File: config.mk
export PLATFORM = sky130hd
export DESIGN_NAME = bx_merge_sched_flat
export DESIGN_NICKNAME = d
export VERILOG_FILES = /design/src/rtl/bx_merge_sched_pkg.sv /design/src/rtl/bx_merge_sched_if.sv /design/src/rtl/bx_merge_sched_rd_lat_pipe.sv /design/src/rtl/bx_merge_sched.sv /design/src/flat_wrapper.sv
export SDC_FILE = /design/constraint.sdc
export NUM_CORES = 1
export LEC_CHECK = 0
export ABC_AREA = 1
export CAP_MARGIN = 10
export CORE_MARGIN = 8
export CORE_UTILIZATION = 36
export DETAILED_ROUTE_END_ITERATION = 16
export GPL_TIMING_DRIVEN = 1
export PLACE_DENSITY = 0.77
export SETUP_SLACK_MARGIN = 0.5
export SYNTH_ARGS = -nofsm -noshare
export SYNTH_HDL_FRONTEND = slang
export SYNTH_SLANG_ARGS = --single-unit
File: constraint.sdc
create_clock -name clk -period 1.75 [get_ports clk]
set_input_delay 0.35 -clock clk [delete_from_list [all_inputs] [get_ports clk]]
set_output_delay 0.35 -clock clk [all_outputs]
set_load 0.02 [all_outputs]
File: src/rtl/bx_merge_sched_pkg.sv
// Shared types and helpers for the per-BX merge scheduler.
// Holds the FSM state encoding, the read-source tag and a clamp helper.
// Latency: n/a (types only). Backpressure: n/a.
package bx_merge_pkg;

  // Capacity of one memout page at the default address width.
  localparam int unsigned DEPTH = 16;

  typedef enum logic [1:0] {
    IDLE  = 2'd0,
    RUN   = 2'd1,
    DRAIN = 2'd2,
    DONE  = 2'd3
  } state_t;

  typedef enum logic {
    SRC_MEM1 = 1'b0,
    SRC_MEM2 = 1'b1
  } src_t;

  // Upper clamp: entry counts above the page capacity are capped at it.
  function automatic logic [31:0] clamp_max(input logic [31:0] val, input logic [31:0] lim);
    return (val > lim) ? lim : val;
  endfunction

endpackage

File: src/rtl/bx_merge_sched_if.sv
// Memory-side bus of the merge scheduler: two paged input BRAM read ports
// and one paged output BRAM write port. master = scheduler, slave = memories.
// Latency: n/a (wiring only). Backpressure: none, BRAM ports never stall.
interface bx_merge_if #(
  parameter int DATA_W = 32,
  parameter int ADDR_W = 4,
  parameter int NENT_W = 5,
  parameter int PAGE_W = 1
);
  logic [NENT_W-1:0] mem1_nent;
  logic              mem1_enb;
  logic [ADDR_W-1:0] mem1_readaddr;
  logic [DATA_W-1:0] mem1_dout;

  logic [NENT_W-1:0] mem2_nent;
  logic              mem2_enb;
  logic [ADDR_W-1:0] mem2_readaddr;
  logic [DATA_W-1:0] mem2_dout;

  logic              memout_wea;
  logic [ADDR_W-1:0] memout_writeaddr;
  logic [DATA_W-1:0] memout_din;
  logic [PAGE_W-1:0] memout_pagea;
  logic [NENT_W-1:0] memout_nent;

  modport master (
    input  mem1_nent, mem1_dout, mem2_nent, mem2_dout,
    output mem1_enb, mem1_readaddr, mem2_enb, mem2_readaddr,
    output memout_wea, memout_writeaddr, memout_din, memout_pagea, memout_nent
  );

  modport slave (
    output mem1_nent, mem1_dout, mem2_nent, mem2_dout,
    input  mem1_enb, mem1_readaddr, mem2_enb, mem2_readaddr,
    input  memout_wea, memout_writeaddr, memout_din, memout_pagea, memout_nent
  );
endinterface

File: src/rtl/bx_merge_sched_rd_lat_pipe.sv
// Read-latency tracker: LAT-deep shift register of {valid, src} tags that
// lines each issued read up with the cycle its BRAM data appears.
// Latency: LAT cycles. Backpressure: none; flush clears every stage synchronously.
// Ports: clk/reset, flush, in_vld/in_src (issue side), out_vld/out_src (tail), busy (any stage valid).
module rd_lat_pipe
  import bx_merge_pkg::*;
#(
  parameter int LAT = 2
) (
  input  logic clk,
  input  logic reset,
  input  logic flush,
  input  logic in_vld,
  input  src_t in_src,
  output logic out_vld,
  output src_t out_src,
  output logic busy
);

  logic [LAT-1:0] vld_q;
  src_t           src_q [LAT];

  always_ff @(posedge clk) begin
    if (!reset || flush) begin
      vld_q <= '0;
      for (int i = 0; i < LAT; i++) src_q[i] <= SRC_MEM1;
    end else begin
      vld_q[0] <= in_vld;
      src_q[0] <= in_src;
      for (int i = 1; i < LAT; i++) begin
        vld_q[i] <= vld_q[i-1];
        src_q[i] <= src_q[i-1];
      end
    end
  end

  assign out_vld = vld_q[LAT-1];
  assign out_src = src_q[LAT-1];
  assign busy    = |vld_q;

endmodule

File: src/rtl/bx_merge_sched.sv
// Per-BX read scheduler: on each new BX reads the valid entries of mem1/mem2
// (round-robin, mem1 first), and writes the merged stream to the memout page
// selected by the BX, reporting count, overflow, truncation and completion.
// Latency: first write RD_LAT+1 cycles after bx_in changes; done at N+RD_LAT+2
// (2 cycles for an empty BX). Backpressure: none; a new BX aborts the current one.
// Ports: clk, reset (sync, active low), en_proc, bx_in, bx_out, done, trunc, ovf,
//        mem (master side of bx_merge_if: mem1/mem2 read ports, memout write port).
module bx_merge_sched
  import bx_merge_pkg::*;
#(
  parameter int DATA_W = 32,
  parameter int ADDR_W = 4,
  parameter int NENT_W = 5,
  parameter int BX_W   = 2,
  parameter int PAGE_W = 1,
  parameter int RD_LAT = 2
) (
  input  logic            clk,
  input  logic            reset,
  input  logic            en_proc,
  input  logic [BX_W-1:0] bx_in,
  output logic [BX_W-1:0] bx_out,
  output logic            done,
  output logic            trunc,
  output logic            ovf,
  bx_merge_if.master      mem
);

  localparam int unsigned CAP = 1 << ADDR_W;

  state_t            state_q, state_d;
  logic [BX_W-1:0]   bx_prev_q, bx_cur_q, bx_out_q;
  logic [NENT_W-1:0] n1_q, n2_q, rd1_q, rd2_q, wr_q;
  logic              pref2_q;
  logic              ovf_q;
  logic [PAGE_W-1:0] page_q;

  logic              new_bx;
  logic              elig1, elig2, issue_en, pick2, iss1, iss2;
  src_t              issue_src, tail_src;
  logic              tail_vld, pipe_busy;
  logic              wr_en, full, wea;
  logic [DATA_W-1:0] tail_dout;

  assign new_bx = en_proc && (bx_in != bx_prev_q);

  // Read issue. Nothing is issued in a new-BX cycle: the counters still
  // belong to the BX being replaced.
  assign elig1     = rd1_q < n1_q;
  assign elig2     = rd2_q < n2_q;
  assign issue_en  = (state_q == RUN) && !new_bx && (elig1 || elig2);
  assign pick2     = elig2 && (!elig1 || pref2_q);
  assign iss1      = issue_en && !pick2;
  assign iss2      = issue_en && pick2;
  assign issue_src = pick2 ? SRC_MEM2 : SRC_MEM1;

  rd_lat_pipe #(
    .LAT(RD_LAT)
  ) u_rd_lat_pipe (
    .clk     (clk),
    .reset   (reset),
    .flush   (new_bx),
    .in_vld  (iss1 || iss2),
    .in_src  (issue_src),
    .out_vld (tail_vld),
    .out_src (tail_src),
    .busy    (pipe_busy)
  );

  // Write side. Data arriving in a new-BX cycle belongs to the aborted BX.
  assign tail_dout = (tail_src == SRC_MEM2) ? mem.mem2_dout : mem.mem1_dout;
  assign wr_en     = tail_vld && !new_bx;
  assign full      = (wr_q == NENT_W'(CAP));
  assign wea       = wr_en && !full;

  always_comb begin
    state_d = state_q;
    case (state_q)
      IDLE:  if (new_bx) state_d = RUN;
      RUN: begin
        if (new_bx)                         state_d = RUN;
        else if (n1_q == '0 && n2_q == '0)  state_d = DONE;
        else if (!(elig1 || elig2))         state_d = DRAIN;
      end
      DRAIN: begin
        if (new_bx)          state_d = RUN;
        else if (!pipe_busy) state_d = DONE;
      end
      DONE:  state_d = new_bx ? RUN : IDLE;
      default: state_d = IDLE;
    endcase
  end

  always_ff @(posedge clk) begin
    if (!reset) begin
      state_q   <= IDLE;
      bx_prev_q <= bx_in;  // suppress a spurious detect right after reset
      bx_cur_q  <= '0;
      bx_out_q  <= '0;
      n1_q      <= '0;
      n2_q      <= '0;
      rd1_q     <= '0;
      rd2_q     <= '0;
      wr_q      <= '0;
      pref2_q   <= 1'b0;
      ovf_q     <= 1'b0;
      page_q    <= '0;
    end else begin
      state_q   <= state_d;
      bx_prev_q <= bx_in;  // tracks even with en_proc low
      if (state_q == DONE) bx_out_q <= bx_cur_q;
      if (new_bx) begin
        bx_cur_q <= bx_in;
        n1_q     <= NENT_W'(clamp_max(32'(mem.mem1_nent), CAP));
        n2_q     <= NENT_W'(clamp_max(32'(mem.mem2_nent), CAP));
        rd1_q    <= '0;
        rd2_q    <= '0;
        wr_q     <= '0;
        pref2_q  <= 1'b0;
        ovf_q    <= 1'b0;
        page_q   <= bx_in[PAGE_W-1:0];
      end else begin
        if (iss1) begin
          rd1_q   <= rd1_q + 1'b1;
          pref2_q <= 1'b1;
        end
        if (iss2) begin
          rd2_q   <= rd2_q + 1'b1;
          pref2_q <= 1'b0;
        end
        if (wea)          wr_q  <= wr_q + 1'b1;
        if (wr_en && full) ovf_q <= 1'b1;
      end
    end
  end

  assign mem.mem1_enb         = iss1;
  assign mem.mem1_readaddr    = iss1 ? rd1_q[ADDR_W-1:0] : '0;
  assign mem.mem2_enb         = iss2;
  assign mem.mem2_readaddr    = iss2 ? rd2_q[ADDR_W-1:0] : '0;
  assign mem.memout_wea       = wea;
  assign mem.memout_writeaddr = wea ? wr_q[ADDR_W-1:0] : '0;
  assign mem.memout_din       = wr_en ? tail_dout : '0;
  assign mem.memout_pagea     = page_q;
  assign mem.memout_nent      = wea ? (wr_q + 1'b1) : wr_q;

  assign ovf    = ovf_q || (wr_en && full);
  assign done   = (state_q == DONE);
  assign trunc  = new_bx && (state_q == RUN || state_q == DRAIN);
  assign bx_out = (state_q == DONE) ? bx_cur_q : bx_out_q;

endmodule

File: src/flat_wrapper.sv
// flat-port wrapper written by rule: the top's interface ports become plain ports
module bx_merge_sched_flat import bx_merge_pkg::*;
#(
  parameter int DATA_W = 32,
  parameter int ADDR_W = 4,
  parameter int NENT_W = 5,
  parameter int BX_W   = 2,
  parameter int PAGE_W = 1,
  parameter int RD_LAT = 2
)
  (clk, reset, en_proc, bx_in, bx_out, done, trunc, ovf, mem_mem1_nent, mem_mem1_dout, mem_mem2_nent, mem_mem2_dout, mem_mem1_enb, mem_mem1_readaddr, mem_mem2_enb, mem_mem2_readaddr, mem_memout_wea, mem_memout_writeaddr, mem_memout_din, mem_memout_pagea, mem_memout_nent);
  bx_merge_if #(.DATA_W(DATA_W), .ADDR_W(ADDR_W), .NENT_W(NENT_W), .PAGE_W(PAGE_W)) mem_i ();
  input  logic clk;
  input  logic reset;
  input  logic en_proc;
  input  logic [BX_W-1:0] bx_in;
  output logic [BX_W-1:0] bx_out;
  output logic done;
  output logic trunc;
  output logic ovf;
  input wire logic [$bits(mem_i.mem1_nent)-1:0] mem_mem1_nent;
  input wire logic [$bits(mem_i.mem1_dout)-1:0] mem_mem1_dout;
  input wire logic [$bits(mem_i.mem2_nent)-1:0] mem_mem2_nent;
  input wire logic [$bits(mem_i.mem2_dout)-1:0] mem_mem2_dout;
  output wire logic [$bits(mem_i.mem1_enb)-1:0] mem_mem1_enb;
  output wire logic [$bits(mem_i.mem1_readaddr)-1:0] mem_mem1_readaddr;
  output wire logic [$bits(mem_i.mem2_enb)-1:0] mem_mem2_enb;
  output wire logic [$bits(mem_i.mem2_readaddr)-1:0] mem_mem2_readaddr;
  output wire logic [$bits(mem_i.memout_wea)-1:0] mem_memout_wea;
  output wire logic [$bits(mem_i.memout_writeaddr)-1:0] mem_memout_writeaddr;
  output wire logic [$bits(mem_i.memout_din)-1:0] mem_memout_din;
  output wire logic [$bits(mem_i.memout_pagea)-1:0] mem_memout_pagea;
  output wire logic [$bits(mem_i.memout_nent)-1:0] mem_memout_nent;
  assign mem_i.mem1_nent = mem_mem1_nent;
  assign mem_i.mem1_dout = mem_mem1_dout;
  assign mem_i.mem2_nent = mem_mem2_nent;
  assign mem_i.mem2_dout = mem_mem2_dout;
  assign mem_mem1_enb = mem_i.mem1_enb;
  assign mem_mem1_readaddr = mem_i.mem1_readaddr;
  assign mem_mem2_enb = mem_i.mem2_enb;
  assign mem_mem2_readaddr = mem_i.mem2_readaddr;
  assign mem_memout_wea = mem_i.memout_wea;
  assign mem_memout_writeaddr = mem_i.memout_writeaddr;
  assign mem_memout_din = mem_i.memout_din;
  assign mem_memout_pagea = mem_i.memout_pagea;
  assign mem_memout_nent = mem_i.memout_nent;
  bx_merge_sched #(.DATA_W(DATA_W), .ADDR_W(ADDR_W), .NENT_W(NENT_W), .BX_W(BX_W), .PAGE_W(PAGE_W), .RD_LAT(RD_LAT)) u_core (.clk(clk), .reset(reset), .en_proc(en_proc), .bx_in(bx_in), .bx_out(bx_out), .done(done), .trunc(trunc), .ovf(ovf), .mem(mem_i));
endmodule
==> out/summary.log, run 1 <==
[worst_setup_path] worst setup path class flop to primary output
[synth] synthesized instance count 412
[synth] cells taking the most area after synthesis dfxtp_1 30%, nand2_1 18%, a21oi_1 10%
[die] die width 100.8 um
[placed_design] input/output buffers 136
[timing] Worst Clk Skew 0.005395 ns
[outcome] status finished with violations
[synth] syn_nets 509
[synth] area of the mapped netlist 2587 um2
[synth] mean instance size in the synthesized netlist 6.280 um2
[layout] final net count 742
[clock_network] H-Tree Level Count 2
[worst_setup_path] kind of end point of the critical path primary output
[routing] count of unresolved DRC violations after routing 0
[clock_network] sink count of the clock tree 39
[die] standard-cell rows 31
[worst_setup_path] type of element launching the critical path flop
[layout] commonest cells after routing, fill and taps aside 93 x nand2_1, 81 x buf_6, 74 x clkdlybuf4s50_1
[timing] setup repair after global routing missed its margin yes
[worst_setup_path] startpoint of the worst register-to-register path u_core.n1_q[2]$_SDFFE_PN0P_
[timing] transition time at the pin with the least slew margin 0.3906 ns
[worst_setup_path] logic depth of the worst register-to-register path 17
[grt] antenna violations before repair 0
[die] core region area 7098 um2
[die] overall die height 100.8 um
[placed_design] HPWL Detailed 8.437 mm
[hold_path] beginning of the worst hold path bx_in[1]
[outcome] violated checks setup timing
[layout] Layout Cell Area excl Fill 6292 um2
[placed_design] # placed instances 700
[synth] fraction of the yosys area taken by sequential cells 30.17%
[timing] post-layout min period 2.313 ns
[flow_run] max capacitance violation total 0
[routing] routed vias/inst 5.268
[layout] Final Instance Count excl. Fillers 745
[layout] layout cells sized above 1 54.02%
[power] overall power of the completed layout 0.003738 W
[placed_design] instance area at placement 5195 um2
[clock_network] clock buffer count from CTS 5
[grt] maximum number of pins on one net before global-route repair 33
[clock_network] maximum number of buffers from clock root to sink 2
[timing] setup slack after layout -0.5630 ns
[die] starting utilization of the core area 36.45%
[grt] via count of the first global-routing pass 3954
[routing] total number of vias 3925
[grt] overall fraction of global-route tracks in use 23.34%
[clock_network] clock tree from TritonCTS yes
[layout] area grow syn2layout 143.2%
[synth] leading area contributor after synthesis dfxtp_1
[synth] distinct cell type count of the synthesized netlist 25
[grt] first-pass GRT wire length 19.10 mm
[worst_setup_path] CP Launch Point u_core.n2_q[1]$_SDFFE_PN0P_
[worst_setup_path] WP data arrival 1.96 ns
[power] Max IR drop VDD 635.5 uV
[power] static leakage 2.620 nW
[hold_path] Hold Crit Class primary input to flop
[clock_network] clock network latency to the later pin of the worst-skew pair 0.30 ns
[timing] total setup violations reported at the end of the flow 70
[power] Cell Pwr Density 594.1 nW/um2
[routing] post-detailed-route count of antenna-violating nets 0
[routing] routed wire length 14.97 mm
[clock_network] number of buffers inserted for hold repair after clock tree synthesis 0
[timing] Worst Hold Margin 0.3160 ns
[die] die area 10160 um2
[worst_setup_path] worst flop-to-flop path endpoint u_core.state_q[0]$_SDFFE_PN0P_
[routing] post-detailed-route wirelength per cell 20.10 um
[placed_design] GPL Wtd Cong 0.8308
[routing] Detailed Routing Iterations Pass 1 5
[worst_setup_path] CP required 1.40 ns
[worst_setup_path] minimum setup slack among reg-to-reg paths -0.46 ns
[synth] Syn. warnings 0
[layout] number of diodes added for antenna fixing 0
[die] I/O pin cnt 137
[synth] fraction of synthesized cell area taken by the top area cell type 30.17%
[routing] violation count after the first detailed-route iteration 212
[hold_path] worst hold path cell count 1
[hold_path] endpoint with the worst hold slack u_core.bx_prev_q[1]$_DFF_P_
[timing] Max Fclk 432.3 MHz
[timing] Worst slew margin 73.79%
[layout] leading cell type in the layout, fill and taps excluded nand2_1
[timing] final number of max-transition violations 0
[worst_setup_path] Critical Path Fanout Max 4
[clock_network] root buffer cell clkbuf_8
[timing] final hold violation count 0
[synth] Seq cells post-synth 39
[timing] final period utilization 132.2%
[clock_network] clock slew at the register clock pins of the worst setup and hold paths 0.08 ns
[grt] global route total overflow 0
critical path, stage by stage (launching register included):
cell	delay, ns
dfxtp_2	0.36
inv_2	0.05
ha_1	0.30
nand2_2	0.07
nor2_2	0.04
nand2_1	0.08
nand3_2	0.12
inv_2	0.11
buf_4	0.13
nand3_4	0.13
nor2_2	0.13
buf_6	0.13
synth_stat cells:
| cell | instances |
|---|---|
| nand2_1 | 125 |
| a21oi_1 | 53 |
| inv_1 | 53 |
| nor2_1 | 41 |
| dfxtp_1 | 39 |
| nand3_1 | 24 |
| ha_1 | 18 |
| o21ai_0 | 11 |
| clkbuf_1 | 9 |
| nand4_1 | 7 |
| nand2_2 | 5 |
| xor2_1 | 5 |
| buf_1 | 3 |
| xnor2_1 | 3 |
| a211oi_1 | 2 |
| buf_2 | 2 |
| inv_2 | 2 |
| nor2_4 | 2 |
| nor4_1 | 2 |
| a21oi_4 | 1 |
| nand2_4 | 1 |
| nand3_4 | 1 |
| nor3_1 | 1 |
| o21ai_1 | 1 |
| or2_2 | 1 |
what timing repair did:
action	CTS	global route
pin swaps	38	20
resized for setup	476	47
gates cloned	3	0
setup endpoints to repair	93	92
buffers inserted	18	16
routing by layer:
metal | up-vias | global-route usage [%] | wire, um | share of wire (%)
met4 | 0 | 8.605 | 682 | 4.6
met3 | 70 | 4.696 | 1029 | 6.9
met5 | - | 0 | 0 | 0
li1 | 1772 | - | - | -
met1 | 1856 | 23.53 | 5312 | 35
met2 | 227 | 45.49 | 7949 | 53
layout make-up:
class                      count  area [um2]
clock buffer                   6       82.58
fill                         319       805.8
clock inverter                 2       35.03
inverter                      55       240.2
sequential                    39       805.8
timing repair buffer         240        2492
tap                           99       123.9
multi-input combinational    304        2512
logic make-up (layout without fill, tap and decap cells):
group | Yosys count | in the layout | synth area share (%)
and+or+nand+nor | 210 | 210 | 34.53
AOI/OAI and AO/OA | 68 | 68 | 13.78
adders and majority gates | 18 | 18 | 8.704
xor gates and xnor gates | 8 | 8 | 2.708
DFF | 39 | 39 | 30.17
buffers and inverters | 69 | 303 | 10.11
power breakdown:
| group | internal [W] | switching [W] | total (W) |
|---|---|---|---|
| Clock | 0.000462 | 0.000344 | 0.000806 |
| Sequential | 0.000953 | 0.0000450 | 0.000998 |
| Combinational | 0.000936 | 0.00100 | 0.00194 |
| Total | 0.00235 | 0.00139 | 0.00374 |
metrics by stage:
step           worst slack [ns]  TNS [ns]  util, %
2_1_floorplan          -0.06353   -0.3814        -
3_3_place_gp             -1.081    -64.99    73.19
3_5_place_dp             -1.107    -66.23    73.19
4_1_cts                 -0.4566    -12.24    84.56
5_1_grt                 -0.6193    -21.67    88.65
6_report                -0.5630    -18.09    88.65
state kept, by name, indices dropped and copies added (netlist names):
| register | flops |
|---|---|
| u_core.rd1_q | 5 |
| u_core.bx_out_q | 2 |
| u_core.n2_q | 5 |
| u_core.ovf_q | 1 |
| u_core.u_rd_lat_pipe.src_q | 2 |
| u_core.bx_prev_q | 2 |
| u_core.wr_q | 5 |
| u_core.bx_cur_q | 2 |
| u_core.pref2_q | 1 |
| u_core.u_rd_lat_pipe.vld_q | 2 |
| u_core.rd2_q | 5 |
| u_core.state_q | 2 |
| u_core.n1_q | 5 |
worst max path at each step:
stage	to	cells past startpoint	slack (ns)
floorplan	mem_mem2_readaddr[0]	10	-0.06
finish	mem_mem2_readaddr[2]	11	-0.56
CTS	mem_mem1_readaddr[3]	7	-0.46
global route	mem_mem2_readaddr[2]	10	-0.62
global placement	mem_mem1_readaddr[3]	12	-1.08
detailed placement	mem_mem1_readaddr[2]	12	-1.11
No activity file was read; power rests on OpenSTA's default activity.
==> run 2: changes to the inputs <==
--- a/config.mk
+++ b/config.mk
@@ -12,4 +12,5 @@
 export DETAILED_ROUTE_END_ITERATION = 16
 export GPL_TIMING_DRIVEN = 1
+export MAX_ROUTING_LAYER = met4
 export PLACE_DENSITY = 0.77
 export SETUP_SLACK_MARGIN = 0.5
==> constraint.sdc (replaced) <==
create_clock -name clk -period 1.75 [get_ports clk]
set_input_delay 0.35 -clock clk [delete_from_list [all_inputs] [get_ports clk]]
set_output_delay 0.35 -clock clk [all_outputs]
set_load 0.05 [all_outputs]
==> out/summary.log, run 2 <==
[outcome] status did not finish
[outcome] stage at which the flow ended 5_1_grt
[outcome] tool error [ERROR DPL-0033] detailed placement checks failed during check placement.
[synth] leading area contributor after synthesis dfxtp_1
[die] overall die height 100.8 um
[placed_design] Placement Setup Slack -0.6880 ns
[synth] share of flip-flops with an asynchronous set or reset after synthesis 0%
[synth] Syn. warnings 0
[synth] Most used DFF post-synth dfxtp_1
[die] starting utilization of the core area 36.45%
[placed_design] instance area at placement 5767 um2
[synth] mean instance size in the synthesized netlist 6.280 um2
[clock_network] sink count of the clock tree 39
[synth] number of synthesized flops with an enable pin 0
[timing] worst ep type output port
[placed_design] input/output buffers 136
[synth] cells taking the most area after synthesis dfxtp_1 30%, nand2_1 18%, a21oi_1 10%
[synth] most common cell in the synthesized netlist nand2_1
[synth] Seq cells post-synth 39
[placed_design] GPL Wtd Cong 0.9341
[placed_design] HPWL Detailed 8.981 mm
[synth] fraction of synthesized cell area taken by the top area cell type 30.17%
[clock_network] H-Tree Level Count 2
[clock_network] root buffer cell clkbuf_8
[clock_network] maximum number of buffers from clock root to sink 2
[synth] syn_nets 509
[synth] area of the mapped netlist 2587 um2
[die] I/O pin cnt 137
[synth] fraction of the yosys area taken by sequential cells 30.17%
[clock_network] clock buffer count from CTS 5
[grt] antenna violations before repair 0
[die] die width 100.8 um
[timing] Worst EP post-GRT repair mem_mem2_readaddr[0]
[grt] maximum number of pins on one net before global-route repair 25
[synth] synthesized instance count 412
[synth] top cells by instance count after synthesis 125 x nand2_1, 53 x a21oi_1, 53 x inv_1
[die] standard-cell rows 31
[synth] distinct cell type count of the synthesized netlist 25
-- run 2: cell counts after synthesis --
Identical to the previous run, type by type.
-- run 2: through the flow --
step	hold WS (ns)	instances
4_1_cts	0.1780	718
3_3_place_gp	0.4148	689
3_5_place_dp	0.4105	689
2_1_floorplan	0.3777	412
-- run 2: timing repair --
| action | in CTS |
|---|---|
| setup buffers | 16 |
| hold buffers | 0 |
| pin swaps | 20 |
| cloned | 5 |
| endpoints found under the setup margin | 92 |
| gates resized for setup | 111 |
-- run 2: cells by family after synthesis --
| logic type | Yosys count | synth area share [%] |
|---|---|---|
| flip-flops | 39 | 30.17 |
| adder cells (fa/ha/maj) | 18 | 8.704 |
| AND/OR/NAND/NOR | 210 | 34.53 |
| buffers and inverters | 69 | 10.11 |
| XOR/XNOR | 8 | 2.708 |
| AO/OA/AOI/OAI | 68 | 13.78 |
==> run 3: changes to the inputs <==
- CORE_UTILIZATION: 36 -> 40
- MAX_ROUTING_LAYER: met4 -> default
- PLACE_DENSITY: 0.77 -> default
- PLACE_DENSITY_LB_ADDON: default -> 0.15
- SETUP_SLACK_MARGIN: 0.5 -> default
- clock period: 1.75 -> 2.3 ns (I/O delays scaled with it)
==> out/summary.log, run 3 (synthesis results as in run 1) <==
[timing] transition time at the pin with the least slew margin 0.5039 ns
[routing] routed wire length 12.10 mm
[timing] Worst slew margin 66.05%
[routing] routed length on met3 1.036 mm
[grt] maximum number of pins on one net before global-route repair 17
[routing] detailed-routing wirelength on met1 4.301 mm
[outcome] status finished with violations
[layout] final net count 683
[outcome] violated checks setup timing
[routing] routed vias/inst 5.250
[grt] overall fraction of global-route tracks in use 23.58%
[routing] max layer used met4
[flow_run] max capacitance violation total 0
[worst_setup_path] worst-path cell chain inv_2 > ha_4 > nand2_1 > nor2_4 > nand2_2 > nand4_1 > nand2_4 > nand3_4 > nor2_4 > buf_12
[die] starting utilization of the core area 40.98%
[timing] total setup violations reported at the end of the flow 10
[timing] final number of max-transition violations 0
[worst_setup_path] Critical Path Fanout Max 5
[die] die area 9299 um2
[power] cell internal pwr 0.001559 W
[layout] area of the multi-input gates 1909 um2
[layout] leading cell type in the layout, fill and taps excluded nand2_1
[placed_design] input/output buffers 136
[timing] Worst Clk Skew 0.01537 ns
[die] core region area 6314 um2
[grt] antenna violations before repair 0
[power] Psw 0.0008924 W
[timing] final hold violation count 0
[clock_network] clock buffer count from CTS 5
[layout] Final Instance Count excl. Fillers 664
[timing] final period utilization 105.9%
[die] I/O pin cnt 137
[timing] Max Fclk 410.7 MHz
[worst_setup_path] biggest cell delay along the critical path 0.35 ns
[power] static leakage 2.217 nW
[worst_setup_path] number of buffers and inverters on the critical path 2
[layout] commonest cells after routing, fill and taps aside 113 x nand2_1, 77 x clkdlybuf4s50_1, 54 x buf_12
[routing] Detailed Routing Iterations Pass 1 5
[timing] post-layout min period 2.435 ns
[grt] first-pass GRT wire length 17.38 mm
[worst_setup_path] worst setup path class flop to primary output
[worst_setup_path] master of the slowest instance on the critical path dfxtp_2
[power] share of power burned in registers 31.0%
[clock_network] H-Tree Level Count 2
[power] share of power burned in combinational logic 43.1%
[hold_path] Hold Crit Class primary input to flop
[clock_network] clock tree from TritonCTS yes
[routing] met2 routed wirelength 6.361 mm
[routing] total number of vias 3486
[timing] Fin Setup TNS -1.042 ns
[power] Cell Pwr Density 455.3 nW/um2
[grt] global route total overflow 0
[clock_network] maximum number of buffers from clock root to sink 2
[placed_design] HPWL Detailed 8.246 mm
[routing] post-detailed-route count of antenna-violating nets 0
[worst_setup_path] most frequent CP cell nor2_4
[worst_setup_path] kind of end point of the critical path primary output
[layout] filler cell count 351
[layout] storage element area 804.5 um2
[die] die width 96.43 um
[die] standard-cell rows 29
[timing] setup repair after global routing missed its margin yes
[layout] number of diodes added for antenna fixing 0
[clock_network] clock network latency to the later pin of the worst-skew pair 0.31 ns
[worst_setup_path] CP required 1.84 ns
[routing] post-detailed-route wirelength per cell 18.23 um
[timing] setup slack after layout -0.1350 ns
[die] overall die height 96.43 um
[power] share of power burned in the clock network 25.8%
[placed_design] GPL Wtd Cong 0.8334
[clock_network] number of buffers inserted for hold repair after clock tree synthesis 0
[routing] count of unresolved DRC violations after routing 0
[worst_setup_path] critical path's top delay family simple AND/OR/NAND/NOR gates
[layout] area grow syn2layout 108.1%
[clock_network] clock slew at the register clock pins of the worst setup and hold paths 0.09 ns
[clock_network] root buffer cell clkbuf_8
[placed_design] # placed instances 641
[layout] layout cells sized above 1 37.82%
[power] Max IR drop VDD 432.2 uV
[worst_setup_path] WP data arrival 1.97 ns
[grt] via count of the first global-routing pass 3566
[power] switching part of the total 36.40%
[clock_network] sink count of the clock tree 39
[routing] violation count after the first detailed-route iteration 278
[worst_setup_path] type of element launching the critical path flop
-- run 3: cell type report --
type | instances | area share, %
clock buffers | 6 | 1.533
clock inverters | 2 | 0.7203
inverters | 55 | 3.996
multi-input cells | 304 | 35.46
flip-flops and latches | 39 | 14.94
well taps | 77 | 1.789
repair buffers | 181 | 41.57
-- run 3: worst paths after layout --
| kind | start | endpoint | slack, ns | depth (start not counted) |
|---|---|---|---|---|
| setup / recovery | u_core.n1_q[1]$_SDFFE_PN0P_ | mem_mem1_readaddr[2] | -0.13 | 10 |
| hold / removal | bx_in[1] | u_core.bx_prev_q[1]$_DFF_P_ | 0.30 | 1 |
| setup reg to reg | u_core.rd2_q[4]$_SDFFE_PP0N_ | u_core.rd2_q[3]$_SDFFE_PP0N_ | 0.22 | 11 |
| hold reg to reg | u_core.u_rd_lat_pipe.src_q[0][0]$_SDFF_PP0_ | u_core.u_rd_lat_pipe.src_q[0][1]$_SDFF_PP0_ | 0.43 | 2 |
-- run 3: through the flow --
step / utilization (%) / area [um2] / worst slack (ns) / hold WS, ns / power, W
global placement: 77.33 / 4882 / -0.2346 / 0.4043 / 0.001632
finish: 85.30 / 5385 / -0.1350 / 0.2960 / 0.002452
detailed placement: 77.33 / 4882 / -0.3098 / 0.4104 / 0.001660
floorplan: - / 2719 / -0.2132 / 0.3936 / 0.001252
global route: 85.30 / 5385 / -0.1945 / 0.3013 / 0.002561
CTS: 83.47 / 5270 / -0.04356 / 0.4196 / 0.002359
-- run 3: timing repair --
item / CTS / global route
buffers inserted: 9 / 6
pin swaps: 13 / 16
resized for setup: 53 / 34
setup endpoints to repair: 54 / 18
gates cloned: 0 / 0
-- run 3: per-layer routing --
layer,up-vias,global-route usage (%)
li1,1655,-
met1,1614,24.92
met2,169,45.29
met3,48,5.100
met4,0,7.188
met5,-,0
-- run 3: power groups by stage --
stage / Combinational, W / Clock, W / Sequential [W]
floorplan: 0.000487 / 0 / 0.000765
global placement: 0.000865 / 0 / 0.000767
detailed placement: 0.000891 / 0 / 0.000769
CTS: 0.000979 / 0.000622 / 0.000757
global route: 0.00114 / 0.000655 / 0.000766
finish: 0.00106 / 0.000633 / 0.000761
==> run 4: changes to the inputs <==
- RECOVER_POWER: default -> 100
==> out/summary.log, run 4 (synthesis results as in run 1) <==
[timing] setup repair after global routing missed its margin yes
[routing] Detailed Routing Iterations Pass 1 5
[routing] total number of vias 3482
[placed_design] GPL Wtd Cong 0.8334
[placed_design] HPWL Detailed 8.246 mm
[hold_path] Hold Crit Class primary input to flop
[layout] Final Util 84.86%
[worst_setup_path] CP required 1.84 ns
[clock_network] clock slew at the register clock pins of the worst setup and hold paths 0.09 ns
[grt] maximum number of pins on one net before global-route repair 17
[routing] routed wire length 12.06 mm
[routing] count of unresolved DRC violations after routing 0
[worst_setup_path] logic depth of the worst register-to-register path 11
[hold_path] beginning of the worst hold path bx_in[1]
[routing] post-detailed-route wirelength per cell 18.17 um
[power] Max IR drop VDD 431.6 uV
[power] share of power burned in combinational logic 43.0%
[timing] transition time at the pin with the least slew margin 0.6222 ns
[layout] area of the multi-input gates 1892 um2
[layout] storage element area 804.5 um2
[die] die area 9299 um2
[clock_network] sink count of the clock tree 39
[worst_setup_path] WP data arrival 1.98 ns
[grt] first-pass GRT wire length 17.38 mm
[hold_path] worst hold path cell count 1
[die] overall die height 96.43 um
[clock_network] clock buffer count from CTS 5
[timing] final period utilization 106.1%
[clock_network] H-Tree Level Count 2
[clock_network] clock tree from TritonCTS yes
[layout] filler cell count 360
[grt] global route total overflow 0
[worst_setup_path] type of element launching the critical path flop
[timing] Worst Hold Margin 0.3154 ns
[worst_setup_path] Critical Path Fanout Max 4
[routing] routed vias/inst 5.244
[timing] Worst Clk Skew 0.01490 ns
[die] die width 96.43 um
[timing] post-layout min period 2.440 ns
[timing] Max Fclk 409.8 MHz
[layout] layout cells sized above 1 36.63%
[routing] post-detailed-route count of antenna-violating nets 0
[grt] antenna violations before repair 0
[die] standard-cell rows 29
[timing] setup slack after layout -0.1402 ns
[power] share of power burned in registers 31.2%
[placed_design] input/output buffers 136
[timing] final number of max-transition violations 0
[grt] via count of the first global-routing pass 3566
[power] switching part of the total 36.30%
[clock_network] maximum number of buffers from clock root to sink 2
[power] static leakage 2.196 nW
[layout] leading cell type in the layout, fill and taps excluded nand2_1
[die] starting utilization of the core area 40.98%
[clock_network] root buffer cell clkbuf_8
[layout] final net count 683
[die] core region area 6314 um2
[outcome] violated checks setup timing
[power] Cell Pwr Density 455.6 nW/um2
[worst_setup_path] kind of end point of the critical path primary output
[layout] commonest cells after routing, fill and taps aside 116 x nand2_1, 76 x clkdlybuf4s50_1, 54 x buf_12
[worst_setup_path] startpoint of the worst register-to-register path u_core.rd2_q[4]$_SDFFE_PP0N_
[power] cell internal pwr 0.001555 W
[timing] Worst slew margin 58.52%
[hold_path] endpoint with the worst hold slack u_core.bx_prev_q[1]$_DFF_P_
[outcome] status finished with violations
[grt] overall fraction of global-route tracks in use 23.58%
[worst_setup_path] worst flop-to-flop path endpoint u_core.rd2_q[3]$_SDFFE_PP0N_
[clock_network] clock network latency to the later pin of the worst-skew pair 0.31 ns
[power] share of power burned in the clock network 25.8%
[layout] area grow syn2layout 107.1%
[die] I/O pin cnt 137
[layout] number of diodes added for antenna fixing 0
[timing] Fin Setup TNS -1.159 ns
[routing] violation count after the first detailed-route iteration 319
[power] Psw 0.0008860 W
[flow_run] max capacitance violation total 0
[timing] final hold violation count 0
[timing] total setup violations reported at the end of the flow 12
[worst_setup_path] minimum setup slack among reg-to-reg paths 0.17 ns
[worst_setup_path] worst setup path class flop to primary output
[run 4: cell types whose count changed in the layout (fill, tap and decap cells not counted), sizes merged]
cell | previous run | this run
clkbuf | 8 | 10
buf | 101 | 99
dlygate4sd3 | 0 | 1
clkdlybuf4s50 | 77 | 76
[run 4: metal layers]
| layer | GRT usage, % | share of wire [%] |
|---|---|---|
| met5 | 0 | 0 |
| met4 | 7.188 | 3.9 |
| met3 | 5.100 | 8.7 |
| met2 | 45.29 | 52 |
| met1 | 24.92 | 35 |
[run 4: worst max-delay path by stage]
stage / cells after the start / to / start
2_1_floorplan: 9 / mem_memout_writeaddr[1] / bx_in[0]
3_3_place_gp: 11 / mem_memout_nent[0] / bx_in[1]
3_5_place_dp: 11 / mem_memout_nent[0] / bx_in[0]
4_1_cts: 10 / mem_mem2_readaddr[1] / u_core.n1_q[4]$_SDFFE_PN0P_
5_1_grt: 10 / mem_mem1_readaddr[2] / u_core.n1_q[1]$_SDFFE_PN0P_
6_report: 8 / mem_mem2_readaddr[1] / u_core.rd2_q[4]$_SDFFE_PP0N_
[run 4: worst max-delay path, stage by stage (launching register included)]
cell and delay [ns]:
dfxtp_2 0.41, ha_4 0.23, a21oi_1 0.28, nand3_4 0.13, inv_4 0.09, buf_4 0.11, nand3_4 0.13, nor2_4 0.14
buf_12 0.14
[run 4: power by group through the flow]
stage / sequential (W) / clock, W / combinational (W)
finish: 0.000761 / 0.000631 / 0.00105
global route: 0.000766 / 0.000655 / 0.00113
CTS: 0.000757 / 0.000622 / 0.000979
detailed placement: 0.000769 / 0 / 0.000891
global placement: 0.000767 / 0 / 0.000865
floorplan: 0.000765 / 0 / 0.000487
[run 4: final cells by class]
class	count	area share, %
sequential	39	15.02
timing repair buffer	181	41.59
clock inverter	2	0.7240
multi-input combinational	304	35.31
clock buffer	6	1.541
inverter	55	4.017
tap	77	1.798
[run 4: repair_timing]
item | in CTS | in global routing
hold buffers | 0 | 0
pin swaps | 13 | 16
setup buffers | 9 | 6
gates resized for setup | 53 | 34
endpoints found under the setup margin | 54 | 18
[run 4: metrics by stage]
stage | std cells | instance area, um2 | total power (W) | worst slack [ns]
final | 664 | 5358 | 0.002441 | -0.1402
after CTS | 658 | 5270 | 0.002359 | -0.04356
after global routing | 664 | 5358 | 0.002554 | -0.1945
after global placement | 641 | 4882 | 0.001632 | -0.2346
after detailed placement | 641 | 4882 | 0.001660 | -0.3098
after floorplan | 412 | 2719 | 0.001252 | -0.2132
==> edit: new RTL, config.mk and constraints of run 1 <==
Add an input register stage for `en_proc`, without a reset; this delays it by one clock. The other inputs are not delayed to match.
--- a/src/rtl/bx_merge_sched.sv
+++ b/src/rtl/bx_merge_sched.sv
@@ -29,4 +29,10 @@
   localparam int unsigned CAP = 1 << ADDR_W;
 
+  logic en_proc_q;
+
+  always_ff @(posedge clk) begin
+    en_proc_q <= en_proc;
+  end
+
   state_t            state_q, state_d;
   logic [BX_W-1:0]   bx_prev_q, bx_cur_q, bx_out_q;
@@ -43,5 +49,5 @@
   logic [DATA_W-1:0] tail_dout;
 
-  assign new_bx = en_proc && (bx_in != bx_prev_q);
+  assign new_bx = en_proc_q && (bx_in != bx_prev_q);
 
   // Read issue. Nothing is issued in a new-BX cycle: the counters still
Behaviour: not the same (Yosys sat finds a counterexample within 4 cycles, from zero or initial values and one cycle with reset low).
==> edit against run 1 <==
  * The run still ends with setup timing left
  * Register-to-register slack got worse by 0.10 ns
  * Clock power rose by 15%
  * Area after synthesis rose by 0.15%
  * Total power rose by 4.6%
  * Sequential cell count rose by 1
  * Worst setup slack got worse by 0.16 ns
  * Via count rose by 6.0%
  * Design area rose by 4.0%
  * Synthesized cell count fell by 1.5%
  * Routed wire length rose by 14%
  * Core utilization rose by 3.5 points
  * Die area rose by 0.12%
  * First-iteration DRC count fell by 8.0%
  * Largest cell class is now buffers
==> edit: results (changes against run 1) <==
stage;metric;value;unit;change
critical_path;crit path DAT;2.12;ns;was 1.96 ns
global_routing;initial antenna violation count;1;;was 0
yosys;post-synthesis sequential area ratio;30.9;%;was 30.2%
finish;fill count;264;;was 319
min_path;hold worst-path end;u_core.bx_prev_q[0]$_DFF_P_;;was u_core.bx_prev_q[1]$_DFF_P_
global_routing;global-route usage over all layers;23.3;%;about the same
power;Leak;2.73;nW;was 2.62 nW
yosys;Synth cell types;28;;was 25
power;internal power;2.48;mW;was 2.35 mW
yosys;top cells by count, synth;nand2_1 (120), a21oi_1 (50), inv_1 (49);;was nand2_1 (125), a21oi_1 (53), inv_1 (53)
min_path;Worst Hold Launch;bx_in[0];;was bx_in[1]
yosys;Synth area leaders;dfxtp_1 (31%), nand2_1 (17%), a21oi_1 (9.7%);;was dfxtp_1 (30%), nand2_1 (18%), a21oi_1 (10%)
route;via count;4161;;was 3,925
placement;pre-CTS WS;-1.10;ns;was -1.11 ns
global_routing;largest net degree at the start of global routing;20;;was 33
power;Comb pwr share;50.0;%;was 51.8%
clock_tree;CTS max path bufs;2;;unchanged
status;failing checks;setup timing;;unchanged
yosys;net count after synthesis;503;;was 509
placement;Final HPWL DP;8410;um;was 8440 um
global_routing;vias in the first global route;3830;;was 3,954
status;status;complete, but fails checks;;unchanged
finish;layout cells sized above 1;56.7;%;was 54.0%
critical_path;CP max FO;6;;was 4
sta;Worst Clk Skew;0.00731;ns;was 0.00539 ns
route;DR iter-0 viols;195;;was 212
critical_path;worst reg2reg setup slack;-0.56;ns;was -0.46 ns
critical_path;RR Startpoint;u_core.rd1_q[3]$_SDFFE_PP0N_;;was u_core.n1_q[2]$_SDFFE_PN0P_
sta;# setup viols final;88;;was 70
min_path;Hold Crit Class;in -> reg;;unchanged
sta;transition time of the tightest slew-check pin;0.425;ns;was 0.391 ns
finish;Nets;748;;was 742
min_path;hold path depth;1;;unchanged
power;Power Clock;0.926;mW;was 0.806 mW
placement;gpl congestion;0.827;;was 0.831
route;final wirelength;17000;um;was 15,000 um
route;Pre-antenna DRT Iters;8;;was 5
critical_path;worst-case reg-to-reg path depth;14;;was 17
global_routing;first-pass GRT wire length;18900;um;was 19,100 um
sta;post-route setup slack;-0.721;ns;was -0.563 ns
power;maximum vdd drop;507;uV;was 635 uV
critical_path;Worst R2R End;u_core.rd1_q[1]$_SDFFE_PP0N_;;was u_core.state_q[0]$_SDFFE_PN0P_
clock_tree;Skew-Pair Late Insertion Delay;0.31;ns;
[edit: cell count changes in the layout (fill, tap and decap cells not counted), sizes merged, moves of 4 or more]
cell          run 1  this run
o21ai            12        16
buf             163       175
inv              54        50
nand2           131       124
nor2             43        47
[edit: cell type report]
cell class | count | area (um^2) | area share [%]
timing repair buffer | 253 | 2690 | 41.2
sequential | 40 | 827 | 12.6
multi-input combinational | 299 | 2520 | 38.6
clock buffer | 5 | 68.8 | 1.05
antenna | 1 | 2.50 | 0.0382
inverter | 52 | 243 | 3.71
clock inverter | 2 | 60.1 | 0.918
tap | 99 | 124 | 1.89
[edit: critical path, stage by stage, from the launching register on]
cell and delay [ns]:
dfxtp_2 0.34, inv_2 0.05, ha_4 0.28, nand2_2 0.08, nor2_1 0.12, nand2_1 0.10
nand4_1 0.15, nand2_4 0.09, buf_12 0.13, nor2_8 0.14, inv_8 0.07, nor2_4 0.12
buf_6 0.12
[edit: metal layers]
metal	part of all wire, %	up-vias	global-route usage (%)	wire (um)
li1	-	1783	-	-
met1	32	1930	24.1	5490
met2	50	335	45.2	8570
met3	10	113	5.52	1710
met4	7.2	0	6.28	1230
met5	0	-	0	0
[edit: timing repair]
action | in CTS | in global routing
endpoints found under the setup margin | 93 | 92
setup buffers | 21 | 24
gates cloned | 4 | 1
pin swaps | 29 | 33
resized for setup | 450 | 71
[edit: worst max-delay path by stage]
| stage | startpoint | to |
|---|---|---|
| 2_1_floorplan | u_core.n1_q[3]$_SDFFE_PN0P_ | mem_mem2_readaddr[0] |
| 3_3_place_gp | bx_in[1] | mem_memout_nent[1] |
| 3_5_place_dp | bx_in[0] | mem_memout_nent[1] |
| 4_1_cts | u_core.n1_q[1]$_SDFFE_PN0P_ | mem_mem2_readaddr[0] |
| 5_1_grt | u_core.n2_q[2]$_SDFFE_PN0P_ | mem_mem2_readaddr[0] |
| 6_report | u_core.n1_q[4]$_SDFFE_PN0P_ | mem_mem2_readaddr[1] |
[edit: cell families after synthesis]
logic type | Yosys count | synth area share [%]
adders and majority gates | 18 | 8.69
xor gates and xnor gates | 7 | 2.37
buffers and inverters | 67 | 10.2
and+or+nand+nor | 203 | 33.2
AOI/OAI and AO/OA | 71 | 14.6
DFF | 40 | 30.9
[edit: through the flow]
step / hold WS (ns) / setup TNS [ns] / cell area (um^2) / power, mW / cells
2_1_floorplan: 0.378 / -0.294 / 3350 / 1.73 / 406
3_3_place_gp: 0.403 / -61.76 / 5280 / 2.29 / 693
3_5_place_dp: 0.400 / -64.93 / 5280 / 2.33 / 693
4_1_cts: 0.305 / -18.19 / 6080 / 3.49 / 725
5_1_grt: 0.320 / -39.41 / 6540 / 4.02 / 751
6_report: 0.327 / -35.51 / 6540 / 3.91 / 751
